**config.mk**
```make
export PLATFORM = sky130hd
export DESIGN_NAME = lsu_mem_port
export DESIGN_NICKNAME = d
export VERILOG_FILES = /design/src/rtl/lsu_mem_port.sv
export SDC_FILE = /design/constraint.sdc
export NUM_CORES = 1
export LEC_CHECK = 0
export CAP_MARGIN = 20
export CORE_MARGIN = 10
export CORE_UTILIZATION = 39
export CTS_CLUSTER_DIAMETER = 100
export DETAILED_ROUTE_END_ITERATION = 7
export GPL_ROUTABILITY_DRIVEN = 0
export PLACE_DENSITY_LB_ADDON = 0.08
export SLEW_MARGIN = 20
export SYNTH_ARGS = -nofsm -noshare
export SYNTH_HDL_FRONTEND = slang
export SYNTH_SLANG_ARGS = --single-unit
```
**constraint.sdc**
```tcl
create_clock -name clk_i -period 2.5 [get_ports clk_i]
set_input_delay 0.5 -clock clk_i [delete_from_list [all_inputs] [get_ports clk_i]]
set_output_delay 0.5 -clock clk_i [all_outputs]
set_load 0.05 [all_outputs]
```
**src/rtl/lsu_mem_port.sv**
```systemverilog
// lsu_mem_port: multicycle RV32I load/store unit driving a single-port req/ack data memory.
// Optional macro LSU_MISALIGN_SPLIT_EN splits boundary-crossing accesses into two word accesses.
module lsu_mem_port #(
    parameter int unsigned AW      = 32,
    parameter int unsigned TIMEOUT = 255
) (
    input  logic          clk_i,
    input  logic          reset_i,
    input  logic          start_i,
    input  logic          is_store_i,
    input  logic [2:0]    func3_i,
    input  logic [AW-1:0] addr_i,
    input  logic [31:0]   wdata_i,
    output logic          busy_o,
    output logic          done_o,
    output logic [31:0]   rdata_o,
    output logic          err_o,
    output logic          mem_req_o,
    output logic          mem_we_o,
    output logic [AW-1:0] mem_addr_o,
    output logic [31:0]   mem_wdata_o,
    output logic [3:0]    mem_be_o,
    input  logic          mem_ack_i,
    input  logic [31:0]   mem_rdata_i
);

    localparam int unsigned CW = (TIMEOUT > 2) ? $clog2(TIMEOUT) : 1;
    localparam logic [CW-1:0] CntLast = CW'(TIMEOUT - 1);

    typedef enum logic [2:0] {
        StIdle, StReq, StWait, StResp, StReq2, StWait2
    } state_e;

    state_e        state_q, state_d;
    logic          is_store_q, is_store_d;
    logic [2:0]    func3_q, func3_d;
    logic [1:0]    off_q, off_d;
    logic [AW-1:0] addr_q, addr_d;
    logic [31:0]   wd_lo_q, wd_lo_d;
    logic [3:0]    be_lo_q, be_lo_d;
    logic          err_q, err_d;
    logic [31:0]   rdata_q, rdata_d;
    logic [CW-1:0] cnt_q, cnt_d;

    logic          illegal, misal;
    logic [3:0]    sz_mask;
    logic [31:0]   wd_rep;
    logic [31:0]   lane_w;
    logic          in_bus;

`ifdef LSU_MISALIGN_SPLIT_EN
    logic [31:0]   wd_hi_q, wd_hi_d;
    logic [3:0]    be_hi_q, be_hi_d;
    logic          split_q, split_d;
    logic [31:0]   lo_word_q, lo_word_d;
    logic [7:0]    mask8;
    logic [31:0]   wd_sized;
    logic [63:0]   wd_sh;
    logic [63:0]   merged;
    logic          phase2;
`endif

    function automatic logic [31:0] load_ext(input logic [2:0] f3, input logic [31:0] w);
        logic [31:0] r;
        case (f3)
            3'b000:  r = {{24{w[7]}}, w[7:0]};
            3'b001:  r = {{16{w[15]}}, w[15:0]};
            3'b100:  r = {24'b0, w[7:0]};
            3'b101:  r = {16'b0, w[15:0]};
            default: r = w;
        endcase
        return r;
    endfunction

    // Request decode straight from the core inputs, used only when start is accepted.
    always_comb begin
        illegal = (func3_i == 3'b011) || (func3_i[2:1] == 2'b11) || (is_store_i && func3_i[2]);
        misal   = ((func3_i[1:0] == 2'b01) && addr_i[0])
               || ((func3_i[1:0] == 2'b10) && (addr_i[1:0] != 2'b00));
        case (func3_i[1:0])
            2'b00: begin
                sz_mask = 4'b0001;
                wd_rep  = {4{wdata_i[7:0]}};
            end
            2'b01: begin
                sz_mask = 4'b0011;
                wd_rep  = {2{wdata_i[15:0]}};
            end
            default: begin
                sz_mask = 4'b1111;
                wd_rep  = wdata_i;
            end
        endcase
`ifdef LSU_MISALIGN_SPLIT_EN
        mask8 = {4'b0000, sz_mask} << addr_i[1:0];
        case (func3_i[1:0])
            2'b00:   wd_sized = {24'b0, wdata_i[7:0]};
            2'b01:   wd_sized = {16'b0, wdata_i[15:0]};
            default: wd_sized = wdata_i;
        endcase
        wd_sh = {32'b0, wd_sized} << {addr_i[1:0], 3'b000};
`endif
    end

    // Bring the addressed lane down to bit 0 before extension.
    always_comb begin
`ifdef LSU_MISALIGN_SPLIT_EN
        phase2 = (state_q == StReq2) || (state_q == StWait2);
        merged = phase2 ? {mem_rdata_i, lo_word_q} : {32'b0, mem_rdata_i};
        lane_w = 32'(merged >> {off_q, 3'b000});
`else
        lane_w = mem_rdata_i >> {off_q, 3'b000};
`endif
    end

    always_comb begin
        state_d    = state_q;
        is_store_d = is_store_q;
        func3_d    = func3_q;
        off_d      = off_q;
        addr_d     = addr_q;
        wd_lo_d    = wd_lo_q;
        be_lo_d    = be_lo_q;
        err_d      = err_q;
        rdata_d    = rdata_q;
        cnt_d      = cnt_q;
`ifdef LSU_MISALIGN_SPLIT_EN
        wd_hi_d    = wd_hi_q;
        be_hi_d    = be_hi_q;
        split_d    = split_q;
        lo_word_d  = lo_word_q;
`endif
        unique case (state_q)
            StIdle: begin
                if (start_i) begin
                    is_store_d = is_store_i;
                    func3_d    = func3_i;
                    off_d      = addr_i[1:0];
                    addr_d     = {addr_i[AW-1:2], 2'b00};
                    cnt_d      = '0;
`ifdef LSU_MISALIGN_SPLIT_EN
                    split_d    = (mask8[7:4] != 4'b0000);
                    be_lo_d    = mask8[3:0];
                    be_hi_d    = mask8[7:4];
                    wd_lo_d    = split_d ? wd_sh[31:0] : wd_rep;
                    wd_hi_d    = wd_sh[63:32];
                    err_d      = illegal;
                    state_d    = illegal ? StResp : StReq;
`else
                    be_lo_d    = sz_mask << addr_i[1:0];
                    wd_lo_d    = wd_rep;
                    err_d      = illegal || misal;
                    state_d    = (illegal || misal) ? StResp : StReq;
`endif
                end
            end
            StReq: state_d = StWait;
            StWait: begin
                if (mem_ack_i) begin
`ifdef LSU_MISALIGN_SPLIT_EN
                    if (split_q) begin
                        lo_word_d = mem_rdata_i;
                        cnt_d     = '0;
                        state_d   = StReq2;
                    end else begin
                        if (!is_store_q) rdata_d = load_ext(func3_q, lane_w);
                        state_d = StResp;
                    end
`else
                    if (!is_store_q) rdata_d = load_ext(func3_q, lane_w);
                    state_d = StResp;
`endif
                end else if (cnt_q == CntLast) begin
                    err_d   = 1'b1;
                    rdata_d = '0;
                    state_d = StResp;
                end else begin
                    cnt_d = cnt_q + 1'b1;
                end
            end
`ifdef LSU_MISALIGN_SPLIT_EN
            StReq2: state_d = StWait2;
            StWait2: begin
                if (mem_ack_i) begin
                    if (!is_store_q) rdata_d = load_ext(func3_q, lane_w);
                    state_d = StResp;
                end else if (cnt_q == CntLast) begin
                    err_d   = 1'b1;
                    rdata_d = '0;
                    state_d = StResp;
                end else begin
                    cnt_d = cnt_q + 1'b1;
                end
            end
`endif
            StResp:  state_d = StIdle;
            default: state_d = StIdle;
        endcase
    end

    always_ff @(posedge clk_i) begin
        if (reset_i) begin
            state_q    <= StIdle;
            is_store_q <= 1'b0;
            func3_q    <= '0;
            off_q      <= '0;
            addr_q     <= '0;
            wd_lo_q    <= '0;
            be_lo_q    <= '0;
            err_q      <= 1'b0;
            rdata_q    <= '0;
            cnt_q      <= '0;
`ifdef LSU_MISALIGN_SPLIT_EN
            wd_hi_q    <= '0;
            be_hi_q    <= '0;
            split_q    <= 1'b0;
            lo_word_q  <= '0;
`endif
        end else begin
            state_q    <= state_d;
            is_store_q <= is_store_d;
            func3_q    <= func3_d;
            off_q      <= off_d;
            addr_q     <= addr_d;
            wd_lo_q    <= wd_lo_d;
            be_lo_q    <= be_lo_d;
            err_q      <= err_d;
            rdata_q    <= rdata_d;
            cnt_q      <= cnt_d;
`ifdef LSU_MISALIGN_SPLIT_EN
            wd_hi_q    <= wd_hi_d;
            be_hi_q    <= be_hi_d;
            split_q    <= split_d;
            lo_word_q  <= lo_word_d;
`endif
        end
    end

    always_comb begin
`ifdef LSU_MISALIGN_SPLIT_EN
        in_bus      = (state_q == StReq) || (state_q == StWait) || phase2;
        mem_addr_o  = phase2 ? addr_q + AW'(4) : addr_q;
        mem_wdata_o = phase2 ? wd_hi_q : wd_lo_q;
        mem_be_o    = in_bus ? (phase2 ? be_hi_q : be_lo_q) : 4'b0000;
`else
        in_bus      = (state_q == StReq) || (state_q == StWait);
        mem_addr_o  = addr_q;
        mem_wdata_o = wd_lo_q;
        mem_be_o    = in_bus ? be_lo_q : 4'b0000;
`endif
        mem_req_o = in_bus;
        mem_we_o  = in_bus && is_store_q;
        busy_o    = in_bus;
        done_o    = (state_q == StResp);
        err_o     = (state_q == StResp) && err_q;
        rdata_o   = rdata_q;
    end

endmodule
```
==> metrics <==
Global Route Usage Sum=18.91%; CP arrival=1.85 ns; Worst Path Required=2.00 ns; Netlist Area Pre-Place=5218 um2; Slew Limit Fails=0; worst slack, placed=0.09787 ns; vias per cell=5.165; via count=5196; area grow syn2layout=53.45%; GR Overflow Total=0; clock-pin slew of the registers on the worst-case setup and hold paths=0.05 ns; Seq cells post-synth=115; global-route wire length before repair=27.76 mm; number of global-route vias before repair=5286; total CTS buffers=17; layout cell share with drive strength beyond 1=7.850%; Clock Skews=0.005539 ns; initial antenna violation count=2; die area=18410 um2; number of max-cap violations=0; final wirelength=17.73 mm; outcome=finished, final reports clean; RSZ-0062 raised after global routing=false; Cell variety after synth=52; Final ANT Viol Nets=0; setup tns final=0 ns; hold crit path type=reg -> reg; most frequent cells in the layout=197 x clkdlybuf4s50_1, 151 x nand2_1, 115 x dfxtp_1, 59 x a21oi_1, 38 x o21ai_0; critical path class=reg -> out; P_leak=3.016 nW; largest net degree at the start of global routing=73; final worst-path cycle share=94.19%; Post-DP Area=7408 um2; Clock Latency Late Sink=0.41 ns; Worst Max-Slew Pin Slew=0.7671 ns; Tmin final=2.355 ns; CTS max path bufs=2; drt drc=0; drt wl/cell=17.62 um; clock sink count=115; htree depth=4; PwrDens=1017 nW/um2; Root Driver=clkbuf_16; die height=135.7 um; Synth Area in Compound Gates=22.52%; Setup Viol. Count Final=0; VDD IR max=0.0006862 V; fmax=424.7 MHz; Synth area leaders=dfxtp_1 44%, nand2_1 11%, mux2i_1 6.9%; Post-synth EDFFs=0; die width=135.7 um; post-route setup slack=0.1453 ns; simple-gate area share of the yosys netlist=19.35%; top_reg_cell synth=dfxtp_1; Starting DRT DRC Count=372; Seq/Total Area, Yosys=44.12%; Total Nets Final=924; synthesized-area fraction occupied by adder cells=1.199%; Hold WS=0.4519 ns; Starting Density=39.56%; hpwl dp=12.99 mm; Power Total=8.144 mW; Rows=42; CP Capture Type=primary output; Ys Warns=0; CTS tree=done; core area=13190 um2; final hold violations=0; slew margin rel.=48.86%; post-route insts no fill=1006; cell taking the most area after synthesis=dfxtp_1; multiplexer share of the synthesized area=7.770%; worst-path fanout max=4; Syn Area/Cell=8.348 um2; largest family of logic cells by synthesized area=compound AO/OA/AOI/OAI gates; I/O Pins=209; post-synth top area share=44.12%; synthesized instance count=625; FFs w/ async S/R, synth=0%; final instance area=8006 um2; Final Util=60.70%; Port Buffers=206; Worst setup SP type=flip-flop; DP Cell Count=972; drt pass-1 iters=5; xor/xnor share of the synthesized area=0.1679%; most common cell after layout, fill and taps aside=clkdlybuf4s50_1
-- power breakdown --
part | switching, mW | total, mW | internal (mW) | leakage [nW]
combinational | 2.17 | 3.32 | 1.15 | 1.78
sequential | 0.206 | 2.38 | 2.17 | 0.940
clock | 0.838 | 2.44 | 1.61 | 0.300
total | 3.22 | 8.14 | 4.93 | 3.02
-- kinds of logic after synthesis --
logic type,count (synthesis)
multiplexers,39
XOR/XNOR,1
AO/OA/AOI/OAI,177
other,1
adder cells (fa/ha/maj),5
buffers and inverters,57
AND/OR/NAND/NOR,230
flip-flops,115
-- what timing repair did --
| item | 4_1_cts | 5_1_grt |
|---|---|---|
| hold buffers | 0 | 0 |
| endpoints found under the hold margin | 0 | 0 |
| resized for setup | 1 | 0 |
| endpoints found under the setup margin | 1 | 0 |
| buffers inserted | 0 | 0 |
-- area by class of cell --
cell class                      count  area, um2
Timing Repair Buffer              223       2178
Inverter                            4      15.01
Tap cell                          176      220.2
Sequential cell                   115       2302
Multi-Input combinational cell    454       2691
Fill cell                        1174       5184
Clock buffer                       21      460.4
Clock inverter                     11      133.9
Antenna cell                        2      5.005
-- registers in the layout, indices dropped and copies added, names as in the netlist --
name         cells
mem_wdata_o     32
mem_addr_o      30
off_q            2
is_store_q       1
func3_q          3
cnt_q            8
be_lo_q          4
rdata_o         32
err_q            1
state_q          2
-- worst max-delay path: stages (launching register included) --
cell	delay [ns]
dfxtp_1	0.36
ha_1	0.25
clkdlybuf4s50_1	0.84
-- synthesized netlist by cell type (4+ instances only) --
master,n
nor2_1,26
nand3_1,6
a32o_1,7
clkbuf_1,32
nor2b_1,9
buf_1,8
mux2i_1,36
or3_1,7
a2bb2oi_1,7
a22o_1,25
o21ai_0,38
nor3_1,4
a211oi_1,11
and2_1,7
a21oi_1,60
dfxtp_1,115
buf_2,8
nand2_1,152
a211o_1,7
a311oi_1,8
inv_1,4
ha_1,5
-- metal layers --
metal,up-vias,wire length [um],GRT usage [%]
met1,2423,6934,20.10
li1,2579,-,-
met2,172,8717,31.29
met3,22,1795,9.792
met5,-,0,0
met4,0,278,7.057
-- path summary, 6_finish.rpt --
check / start / end / slack (ns) / cells after the start
worst max-delay path: state_q[0] / done_o / 0.15 / 2
worst min register to register: mem_wdata_o[1] / mem_wdata_o[1] / 0.45 / 2
worst max register to register: state_q[0] / rdata_o[24] / 0.34 / 6
worst min-delay path: mem_wdata_o[1] / mem_wdata_o[1] / 0.45 / 2
Power figures use the tool's default switching activity.
